## config.mk

```make
export PLATFORM = sky130hd
export DESIGN_NAME = nonogram_option_gen
export DESIGN_NICKNAME = d
export VERILOG_FILES = /design/src/rtl/nonogram_option_gen.sv
export SDC_FILE = /design/constraint.sdc
export NUM_CORES = 1
export LEC_CHECK = 0
export ABC_AREA = 1
export BUFFER_PORTS_ARGS = -buffer_cell sky130_fd_sc_hd__buf_2
export CORE_ASPECT_RATIO = 1.75
export CORE_MARGIN = 5
export CORE_UTILIZATION = 50
export CTS_CLUSTER_DIAMETER = 100
export DETAILED_ROUTE_END_ITERATION = 10
export PLACE_DENSITY_LB_ADDON = 0.2
export SYNTH_ARGS = -nofsm -noshare
export SYNTH_HDL_FRONTEND = slang
export SYNTH_SLANG_ARGS = --single-unit
```

## constraint.sdc

```tcl
create_clock -name clk -period 11.12 [get_ports clk]
set_input_delay 1.112 -clock clk [delete_from_list [all_inputs] [get_ports clk]]
set_output_delay 1.112 -clock clk [all_outputs]
set_load 0.05 [all_outputs]
```

## src/rtl/nonogram_option_gen.sv

```systemverilog
// nonogram_option_gen
// Enumerates every legal placement of one line's clue blocks and streams a
// header word (the line index) followed by one bitmask word per placement.
// When the line is finished, a one-cycle count pulse feeds the
// options-amount table. Block positions are held as start cells p[k].
// The enumeration steps the right-most movable block and re-packs every
// block to its right against it.

module nonogram_option_gen #(
    parameter int MAX_ROWS        = 11,
    parameter int MAX_COLS        = 11,
    parameter int MAX_CLUES       = 6,
    parameter int MAX_NUM_OPTIONS = 84,
    localparam int LD = (MAX_ROWS > MAX_COLS) ? MAX_ROWS : MAX_COLS,
    localparam int IW = $clog2(MAX_ROWS + MAX_COLS),
    localparam int CW = $clog2(MAX_NUM_OPTIONS),
    localparam int LW = $clog2(LD) + 1,
    localparam int KW = $clog2(MAX_CLUES) + 1
) (
    input  logic                      clk,
    input  logic                      rst,
    input  logic                      line_valid,
    output logic                      line_ready,
    input  logic [IW-1:0]             line_index,
    input  logic [LW-1:0]             line_len,
    input  logic [KW-1:0]             clue_count,
    input  logic [MAX_CLUES-1:0][3:0] clues,
    output logic                      out_valid,
    input  logic                      out_ready,
    output logic [15:0]               out_data,
    output logic                      out_header,
    output logic                      cnt_valid,
    output logic [IW-1:0]             cnt_line,
    output logic [CW-1:0]             cnt_value,
    output logic                      infeasible
);

    // Positions and running sums. Six 4-bit clues plus separators stay below 256.
    localparam int PW = 8;

    typedef enum logic [2:0] {
        S_IDLE,
        S_CHECK,
        S_HEADER,
        S_EMIT,
        S_DONE
    } state_t;

    state_t state_reg, state_next;

    logic [IW-1:0]             line_index_reg;
    logic [LW-1:0]             line_len_reg;
    logic [KW-1:0]             clue_count_reg;
    logic [MAX_CLUES-1:0][3:0] clues_reg;
    logic [PW-1:0]             pos_reg [MAX_CLUES];
    logic [CW-1:0]             count_reg;
    logic                      infeasible_reg;

    logic [PW-1:0] init_pos [MAX_CLUES];
    logic [PW-1:0] adv_pos  [MAX_CLUES];
    logic [PW-1:0] packed_end;
    logic          check_fail;
    logic          adv_found;
    logic [15:0]   block_mask [MAX_CLUES];
    logic [15:0]   option_word;

    genvar gi;

    // Left-packed start positions. The final running value equals sum(clues)+K.
    always_comb begin : pack_left
        logic [PW-1:0] run;
        run = '0;
        for (int j = 0; j < MAX_CLUES; j++) begin
            init_pos[j] = run;
            if (KW'(j) < clue_count_reg)
                run = run + PW'(clues_reg[j]) + PW'(1);
        end
        packed_end = run;
    end

    // The line cannot hold the clues when sum+K-1 > len, which is the same as sum+K > len+1.
    assign check_fail = (clue_count_reg > KW'(MAX_CLUES)) ||
                        (line_len_reg == '0) ||
                        ((clue_count_reg != '0) &&
                         (packed_end > (PW'(line_len_reg) + PW'(1))));

    // Find the right-most block that can move one cell. Build the successor placement.
    always_comb begin : advance
        logic [PW-1:0] run;
        logic [PW-1:0] tmp;
        logic          can;
        int            sel;
        adv_found = 1'b0;
        sel       = 0;
        for (int k = 0; k < MAX_CLUES; k++) begin
            // tmp is the exclusive end of block k after a one-cell shift.
            tmp = pos_reg[k] + PW'(clues_reg[k]) + PW'(1);
            can = 1'b0;
            if (KW'(k) < clue_count_reg) begin
                if (KW'(k + 1) == clue_count_reg)
                    can = (tmp <= PW'(line_len_reg));
                else
                    can = (tmp < pos_reg[(k + 1) % MAX_CLUES]);
            end
            if (can) begin
                adv_found = 1'b1;
                sel       = k;
            end
        end
        run = '0;
        for (int j = 0; j < MAX_CLUES; j++) begin
            if (!adv_found || j < sel)
                tmp = pos_reg[j];
            else if (j == sel)
                tmp = pos_reg[j] + PW'(1);
            else
                tmp = run;
            adv_pos[j] = tmp;
            run = tmp + PW'(clues_reg[j]) + PW'(1);
        end
    end

    // One run of ones per active block, placed at the block's start cell.
    generate
        for (gi = 0; gi < MAX_CLUES; gi++) begin : g_block
            assign block_mask[gi] = (KW'(gi) < clue_count_reg)
                ? (((16'(1) << clues_reg[gi]) - 16'(1)) << pos_reg[gi])
                : 16'(0);
        end
    endgenerate

    // Merge the block runs. Clear cells past the line end and past the longest line.
    always_comb begin : merge_mask
        logic [15:0] acc;
        acc = '0;
        for (int k = 0; k < MAX_CLUES; k++)
            acc = acc | block_mask[k];
        acc = acc & ((16'(1) << line_len_reg) - 16'(1));
        acc = acc & ((16'(1) << LD) - 16'(1));
        option_word = acc;
    end

    // State register.
    always_ff @(posedge clk) begin
        if (rst)
            state_reg <= S_IDLE;
        else
            state_reg <= state_next;
    end

    // Next-state and output decode.
    always_comb begin
        state_next = state_reg;
        line_ready = 1'b0;
        out_valid  = 1'b0;
        out_header = 1'b0;
        out_data   = '0;
        cnt_valid  = 1'b0;
        cnt_line   = '0;
        cnt_value  = '0;
        infeasible = 1'b0;
        case (state_reg)
            S_IDLE: begin
                line_ready = 1'b1;
                if (line_valid)
                    state_next = S_CHECK;
            end
            S_CHECK: begin
                state_next = check_fail ? S_DONE : S_HEADER;
            end
            S_HEADER: begin
                out_valid  = 1'b1;
                out_header = 1'b1;
                out_data   = 16'(line_index_reg);
                if (out_ready)
                    state_next = S_EMIT;
            end
            S_EMIT: begin
                out_valid = 1'b1;
                out_data  = option_word;
                if (out_ready && !adv_found)
                    state_next = S_DONE;
            end
            S_DONE: begin
                cnt_valid  = 1'b1;
                cnt_line   = line_index_reg;
                cnt_value  = count_reg;
                infeasible = infeasible_reg;
                state_next = S_IDLE;
            end
            default: state_next = S_IDLE;
        endcase
    end

    // Descriptor capture, position stepping and the saturating option count.
    always_ff @(posedge clk) begin
        if (rst) begin
            line_index_reg <= '0;
            line_len_reg   <= '0;
            clue_count_reg <= '0;
            clues_reg      <= '0;
            pos_reg        <= '{default: '0};
            count_reg      <= '0;
            infeasible_reg <= 1'b0;
        end else begin
            case (state_reg)
                S_IDLE: begin
                    if (line_valid) begin
                        line_index_reg <= line_index;
                        line_len_reg   <= line_len;
                        clue_count_reg <= clue_count;
                        clues_reg      <= clues;
                        count_reg      <= '0;
                        infeasible_reg <= 1'b0;
                    end
                end
                S_CHECK: begin
                    pos_reg        <= init_pos;
                    infeasible_reg <= check_fail;
                end
                S_EMIT: begin
                    if (out_ready) begin
                        if (count_reg < CW'(MAX_NUM_OPTIONS))
                            count_reg <= count_reg + CW'(1);
                        if (adv_found)
                            pos_reg <= adv_pos;
                    end
                end
                default: ;
            endcase
        end
    end

endmodule

```

# ---- Yosys cells after proc, flatten, opt, wreduce, memory -nomap -nowiden
# Cells that the tools add are included.
dict set report op_classes {
  addsub 48
  n_lt_le_gt_ge 27
  eq_ne 22
  n_shift 13
  mux 69
  bitwise_logic 6
  n_reduce_logical 25
}
# op n
set ops {}
lappend ops {{$add 8x1->8 const B} 22}
lappend ops {{$mux 8} 17}
lappend ops {{$add 8x4->8} 16}
lappend ops {{$mux 32} 4}
lappend ops {{$mux 48} 2}
lappend ops {{$pmux 48 s2} 1}
lappend ops {{$shl 1x4->16 const A} 6}
lappend ops {{$shl 16x8->11} 6}
lappend ops {{$sub 16x2->16 const B} 6}
lappend ops {{$mux 11} 6}
lappend ops {{$eq 3x32->1 const A} 2}
lappend ops {{$eq 4x32->1 const A} 2}
lappend ops {{$lt 3x32->1 const A} 2}
lappend ops {{$lt 4x32->1 const A} 2}
lappend ops {{$or 11x11->11} 5}
lappend ops {{$le 8x5->1} 6}
lappend ops {{$lt 8x8->1} 6}
lappend ops {{$eq 2x32->1 const A} 1}
lappend ops {{$logic_not 32->1} 1}
lappend ops {{$lt 1x32->1 const A} 1}
lappend ops {{$lt 2x32->1 const A} 1}
lappend ops {{$mux 7} 4}
lappend ops {{$mux 1} 25}
lappend ops {{$pmux 11 s2} 1}
lappend ops {{other kinds (35)} 65}
dict set report totals {
  reg_bits 97
  output_inout_bits 33
  word_cells 228
}

# ---- Longest topological paths before layout
# Gate-level depths: netlist (run 1).
dict set report depth {
  ltp_word 37
  depth_mapped 64
  depth_no_buf 63
}

# ---- Least setup slack after synthesis (run 1)
# No wires, ideal clock.
dict set report synth_timing {
  path_kind {reg-to-reg}
  start {register pos_reg[24] (netlist bit)}
  end {register pos_reg[7] (netlist bit)}
  setup_time_ps 67
  arrival_time_ps 7821
  required_time_ps 11053
  path_slack_ps 3232
  stages_incl_launch_ff 58
  n_path_buf 1
  path_cell_list {dfxtp_1 -> inv_1 -> clkbuf_1 -> ha_1 -> fa_1 -> inv_1 -> nand3_1 -> nand2_1 -> nand3_1 -> nand2_1 -> inv_1 -> ha_1 -> nand2_1 -> o21a_1 -> nand3_1 -> inv_1 -> nor2_2 -> nand2_4 -> [22 not listed] -> a311oi_1 -> a21oi_1 -> ha_1 -> inv_1 -> nor2_1 -> o311ai_0 -> o21ai_0 -> inv_1 -> ha_1 -> a21oi_1 -> nor2_4 -> nand2_1 -> nor2_1 -> nand2_1 -> nand3_1 -> nand2_1 -> nand2_1 -> a21oi_2}
}
dict set report synth_between {
  elab_chain_cells 35
  elab_cells_between_ends 67
  cone_classes {add/sub (13); order compare (9); eq/ne (7); mux (29); reduce/logical (9)}
}
# item line
set synth_lines {}
lappend synth_lines {{start: declaration} 55} ;# logic [PW-1:0] pos_reg [MAX_CLUES];
lappend synth_lines {{start signal: assignment} 218} ;# pos_reg <= init_pos;
lappend synth_lines {{start signal: assignment} 226} ;# pos_reg <= adv_pos;
lappend synth_lines {{$add 8x4->8} 97} ;# tmp = pos_reg[k] + PW'(clues_reg[k]) + PW'(1);
lappend synth_lines {{$add 8x1->8} 97}
lappend synth_lines {{$lt 8x8->1 or $le 8x5->1 (tied branches)} {103, 101}}
lappend synth_lines {{$mux 1} 100} ;# if (KW'(k + 1) == clue_count_reg)
lappend synth_lines {{$mux 1} 99} ;# if (KW'(k) < clue_count_reg) begin
lappend synth_lines {{$mux 32 or $mux 1 (tied branches) (4 in a row)} 105} ;# if (can) begin
lappend synth_lines {{$lt 1x32->1 (tied with other cells)} 112} ;# if (!adv_found || j < sel)
lappend synth_lines {{$logic_or 1x1->1 or $mux 8 (tied branches)} {112, 114}}
lappend synth_lines {{[16 not listed]} n/a}
lappend synth_lines {{$mux 8} 112}
lappend synth_lines {{$add 8x4->8} 119} ;# run = tmp + PW'(clues_reg[j]) + PW'(1);
lappend synth_lines {{$add 8x1->8} 119}
lappend synth_lines {{$mux 8} 114} ;# else if (j == sel)
lappend synth_lines {{$mux 8} 112}
lappend synth_lines {{$mux 48} 225} ;# if (adv_found)
lappend synth_lines {{$mux 48} 222} ;# if (out_ready) begin
lappend synth_lines {{$pmux 48 s2} 206} ;# case (state_reg)
# Several ways; a longest one is shown, not always the timed one. The select of a mux whose other input is x is not followed.
# A chain may end at the register's enable or synchronous reset.

# ---- Worst setup path in the final report (run 1)
dict set report layout_timing {
  start {register pos_reg[0] (netlist bit)}
  end {register pos_reg[6] (netlist bit)}
}
dict set report layout_between {
  elab_chain_cells 32
  elab_cells_between_ends 61
  cone_classes {add/sub (13); order compare (9); eq/ne (7); mux (23); reduce/logical (9)}
}
# item line
set layout_lines {}
lappend layout_lines {{$add 8x4->8} 97}
lappend layout_lines {{$add 8x1->8} 97}
lappend layout_lines {{$lt 8x8->1 or $le 8x5->1 (tied branches)} {103, 101}}
lappend layout_lines {{$mux 1} 100}
lappend layout_lines {{$mux 1} 99}
lappend layout_lines {{$mux 32 or $mux 1 (tied branches)} 105}
lappend layout_lines {{$lt 1x32->1 (tied with other cells)} 112}
lappend layout_lines {{$logic_or 1x1->1 or $mux 8 (tied branches)} {112, 114}}
lappend layout_lines {{[16 not listed]} n/a}
lappend layout_lines {{$mux 8} 112}
lappend layout_lines {{$add 8x4->8} 119}
lappend layout_lines {{$add 8x1->8} 119}
lappend layout_lines {{$mux 8} 114}
lappend layout_lines {{$mux 8} 112}
lappend layout_lines {{$mux 48} 225}
lappend layout_lines {{$mux 48} 222}
lappend layout_lines {{$pmux 48 s2} 206}
# Several ways; a longest one is shown, not always the timed one. The select of a mux whose other input is x is not followed.

==> run metrics, run 1 <==
Die Wd 144 µm; ys flop type dfxtp_1; initial antenna violation count 0; Hold Fails Final Rpt 0; Post-CTS Setup Bufs 0; fillcell total 3,322; crit path to pos_reg[6]; area leader, netlist nand2_1; Routed Antenna Nets 0; Final WS setup 1.54 ns; CTS max path bufs 2; vias in the first global route 16,900; final setup fails 0; post-synth top area share 0.137; antenna cell count 0; Least-Margin Pin Slew 1.12 ns; Root Driver clkbuf_16; Startpoint Class register; CTS Sinks 97; Worst R2R Setup Slack 1.54 ns; Overflow after GRT 0; most common cell after layout, fill and taps aside nand2_1; GPL Wtd Cong 1.00; syn avg cell area 5.95 µm²; Slew headroom 0.242; sequential area share after synthesis 0.124; fin crit period 9.58 ns; Post-Syn Instances 2,633; IO Count 75; CTS Hold Bufs 0; R2R cell count 53; worst-path fanout max 14; P&R area growth vs syn 5.30%; post-synthesis cell area 15,700 µm²; most frequent cells in the layout nand2_1, inv_1, a21oi_1; HPWL Detailed 48,700 µm; ys async rst share 0; reg-to-reg endpoint pos_reg[6]; Final #Nets 2,857; aggregate routed wire length 60,500 µm; initial core utilization 0.508; Critical Path Sink Type register; Worst EP arrival 9.92 ns; Core ar. 30,800 µm²; CTS tree yes; Critical-path top delay cell dfxtp_1; Residual DRC 0; htree depth 3; vias per inst 5.90; wire per inst 20.0 µm; # rows 85; Worst Min Path Start count_reg[6]; 1st-iter DRT viols 1,224; Crit Path Class register to register; clock transition at the registers of the reported paths 0.10 ns; Post-synth EDFFs 0; worst min-delay path class register to register; largest net degree at the start of global routing 71; fin crit share 0.862; first-pass GRT wire length 92,700 µm; crit-path most repeated cell inv_1; Die Height 244 µm; setup TNS 0 ns; status complete, no violations; unrepaired setup endpoints after global routing no; Num CTS Buffers 9; fin area 16,500 µm²; Max Cap Viol 0; dominant cells by area after synthesis nand2_1, ha_1, dfxtp_1; Worst Skew 0.0146 ns; Yosys warning total 0; Crit. Startpoint pos_reg[0]; max incr delay on CP 0.58 ns; GRT Util Overall 0.340; max FFs per register 48; post_cts resized 0; Fmax 104 MHz; count of different cell masters after synthesis 64; register bit total from synthesis 97; placed inst area 16,200 µm²; pre-CTS WS 1.72 ns; Critical R2R Launch pos_reg[0]; CP required 11.46 ns; worst skew pair latency 0.40 ns; die area 35,100 µm²; final-report max-slew violation count 0; share of cells above drive strength 1 0.0781; routed via count 17,900; IO Port Bufs 69; DR pass1 iterations 7
-- kinds of logic after synthesis --
logic type,share of synthesized area
other,0.000240
adder cells (fa/ha/maj),0.155
multiplexers,0.00192
flip-flops,0.124
XOR/XNOR,0.0464
buffers and inverters,0.127
AND/OR/NAND/NOR,0.313
AO/OA/AOI/OAI,0.232
-- worst max-delay path: cells and delay by family, from the launching register on --
family | cells | cell delay, ns
adders and majority gates | 9 | 2.82
AOI/OAI and AO/OA | 18 | 2.64
and+or+nand+nor | 15 | 2.06
buffers and inverters | 9 | 0.93
DFF | 1 | 0.58
xor gates and xnor gates | 2 | 0.43
-- cell type report --
| type | count | area, µm² | area share |
|---|---|---|---|
| Inverter | 411 | 1550 | 0.0942 |
| Multi-Input combinational cell | 2029 | 11700 | 0.713 |
| Clock inverter | 7 | 76.3 | 0.00463 |
| Clock buffer | 9 | 225 | 0.0137 |
| Timing Repair Buffer | 83 | 450 | 0.0273 |
| Tap cell | 391 | 489 | 0.0297 |
| Sequential cell | 97 | 1940 | 0.118 |
-- metrics by stage --
step	std cells	util	hold WS (ns)
2_1_floorplan	2637	-	0.445
3_3_place_gp	3011	0.525	0.461
3_5_place_dp	3011	0.525	0.466
4_1_cts	3027	0.534	0.480
5_1_grt	3027	0.534	0.519
6_report	3027	0.534	0.478
-- routing by layer --
metal  share of wire  wire length, µm  global-route usage
met3           0.055             3310              0.0416
met5               0                0                   0
met1            0.36            22000               0.365
met2            0.50            30000               0.599
met4           0.086             5180               0.250
-- synth_stat cells, drive strengths merged, types with 2 or more instances --
| library cell | instances |
|---|---|
| a21oi | 249 |
| inv | 401 |
| nand3 | 154 |
| or2 | 11 |
| o21a | 7 |
| nor3 | 50 |
| clkbuf | 75 |
| o211ai | 22 |
| nor4 | 2 |
| a2111oi | 2 |
| xnor2 | 23 |
| a22oi | 6 |
| nand4 | 37 |
| o21bai | 4 |
| nor3b | 5 |
| o32ai | 2 |
| a31oi | 18 |
| nand3b | 3 |
| nor2 | 252 |
| o311ai | 7 |
| dfxtp | 97 |
| a32o | 3 |
| and2 | 4 |
| buf | 25 |
| o22ai | 20 |
| xor2 | 59 |
| a311oi | 4 |
| ha | 168 |
| o221ai | 6 |
| a221oi | 17 |
| nand2 | 594 |
| o31ai | 4 |
| mux2i | 3 |
| a211oi | 7 |
| o2111ai | 7 |
| clkinv | 10 |
| o21ai | 253 |
| fa | 16 |
-- worst min-delay path by stage --
stage,endpoint,slack [ns],cells after the start
after floorplan,line_index_reg[4],0.44,2
after global placement,line_index_reg[3],0.46,2
after detailed placement,count_reg[6],0.47,2
after CTS,line_index_reg[4],0.48,2
after global routing,line_index_reg[1],0.52,2
final,count_reg[6],0.48,2
Power of run 1 is left out: the tool's default activity adds up to more than one toggle a clock period on the data nets, which glitch-free logic cannot reach.
==> run 2, diff against run 1 <==
--- a/config.mk
+++ b/config.mk
@@ -6,7 +6,7 @@
 export NUM_CORES = 1
 export LEC_CHECK = 0
 export ABC_AREA = 1
-export BUFFER_PORTS_ARGS = -buffer_cell sky130_fd_sc_hd__buf_2
+export BUFFER_PORTS_ARGS = -buffer_cell sky130_fd_sc_hd__buf_4
 export CORE_ASPECT_RATIO = 1.75
 export CORE_MARGIN = 5
 export CORE_UTILIZATION = 50
==> run metrics, run 2 (same netlist as run 1, synthesis figures left out) <==
fin crit period 9.50 ns; Final #Nets 2,854; Worst R2R Setup Slack 1.62 ns; Die Wd 144 µm; Hold EP line_index_reg[4]; Multi-input gate area 11,700 µm²; Die Height 244 µm; CTS tree yes; Least-Margin Pin Slew 1.14 ns; Hold Fails Final Rpt 0; Residual DRC 0; largest net degree at the start of global routing 71; Worst Min Path Start line_index_reg[4]; # rows 85; Slew headroom 0.233; max FFs per register 48; CTS max path bufs 2; HPWL Detailed 50,600 µm; antenna cell count 0; wire per inst 20.7 µm; CP required 11.46 ns; initial core utilization 0.508; Post-CTS Setup Bufs 0; P&R area growth vs syn 6.43%; clock transition at the registers of the reported paths 0.10 ns; Critical-path top delay cell dfxtp_1; 1st-iter DRT viols 1,181; CTS Hold Bufs 0; post_cts resized 0; Num CTS Buffers 9; setup TNS 0 ns; Critical Path Sink Type register; DR pass1 iterations 8; Max Cap Viol 0; Core ar. 30,800 µm²; Worst EP arrival 9.84 ns; final-report max-slew violation count 0; worst min-delay path class register to register; routed via count 17,900; Crit Path Class register to register; fin crit share 0.854; most frequent cells in the layout nand2_1, inv_1, a21oi_1; Sequential Area 1940 µm²; Routed Antenna Nets 0; hold path cells 2; vias in the first global route 16,900; status complete, no violations; R2R cell count 51; Startpoint Class register; Root Driver clkbuf_16; Critical R2R Launch pos_reg[0]; share of cells above drive strength 1 0.0771; fillcell total 3,306; final setup fails 0; vias per inst 5.91; Overflow after GRT 0; die area 35,100 µm²; reg-to-reg endpoint pos_reg[6]; worst-path fanout max 14; htree depth 3; GPL Wtd Cong 0.986; first-pass GRT wire length 94,500 µm; Worst Skew 0.0196 ns; Fmax 105 MHz; CTS Sinks 97; GRT Util Overall 0.349; most common cell after layout, fill and taps aside nand2_1; IO Count 75; initial antenna violation count 0; unrepaired setup endpoints after global routing no; IO Port Bufs 69; Crit. Startpoint pos_reg[0]; aggregate routed wire length 62,700 µm; max incr delay on CP 0.58 ns; worst skew pair latency 0.40 ns
==> run 2: final cells by class <==
cell class | instances | area share
Inverter | 411 | 0.0932
Timing Repair Buffer | 80 | 0.0360
Tap cell | 391 | 0.0294
Multi-Input combinational cell | 2029 | 0.705
Clock buffer | 9 | 0.0135
Clock inverter | 7 | 0.00623
Sequential cell | 97 | 0.117
==> run 2: worst max path at each step <==
stage,end,slack (ns),cells past startpoint
2_1_floorplan,pos_reg[7],3.23,57
3_3_place_gp,pos_reg[7],1.98,55
3_5_place_dp,pos_reg[7],1.83,55
4_1_cts,pos_reg[6],1.78,54
5_1_grt,pos_reg[6],0.73,53
6_report,pos_reg[6],1.62,51
==> run 2: critical path: cells and delay by family, from the launching register on <==
| family | cells | cell delay (ns) |
|---|---|---|
| buf+inv | 8 | 0.87 |
| fa+ha+maj | 9 | 2.81 |
| flops | 1 | 0.58 |
| compound gates | 16 | 2.45 |
| xor+xnor | 3 | 0.71 |
| simple gates | 15 | 2.00 |
==> run 2: per-stage QoR <==
step	hold WS [ns]	util	instance area [µm²]	setup WS [ns]	cells
2_1_floorplan	0.445	-	15700	3.23	2637
3_3_place_gp	0.460	0.530	16300	1.98	3008
3_5_place_dp	0.466	0.530	16300	1.83	3008
4_1_cts	0.479	0.540	16700	1.78	3024
5_1_grt	0.502	0.540	16700	0.733	3024
6_report	0.482	0.540	16700	1.62	3024
==> run 2: layer usage <==
metal	vias up	wire, µm	global-route usage	share of wire
met1	8306	22800	0.370	0.36
met3	214	3250	0.0483	0.052
met5	-	0	0	0
met4	0	5570	0.253	0.089
li1	8722	-	-	-
met2	633	31000	0.618	0.49
Power of run 2 is left out for the same reason.
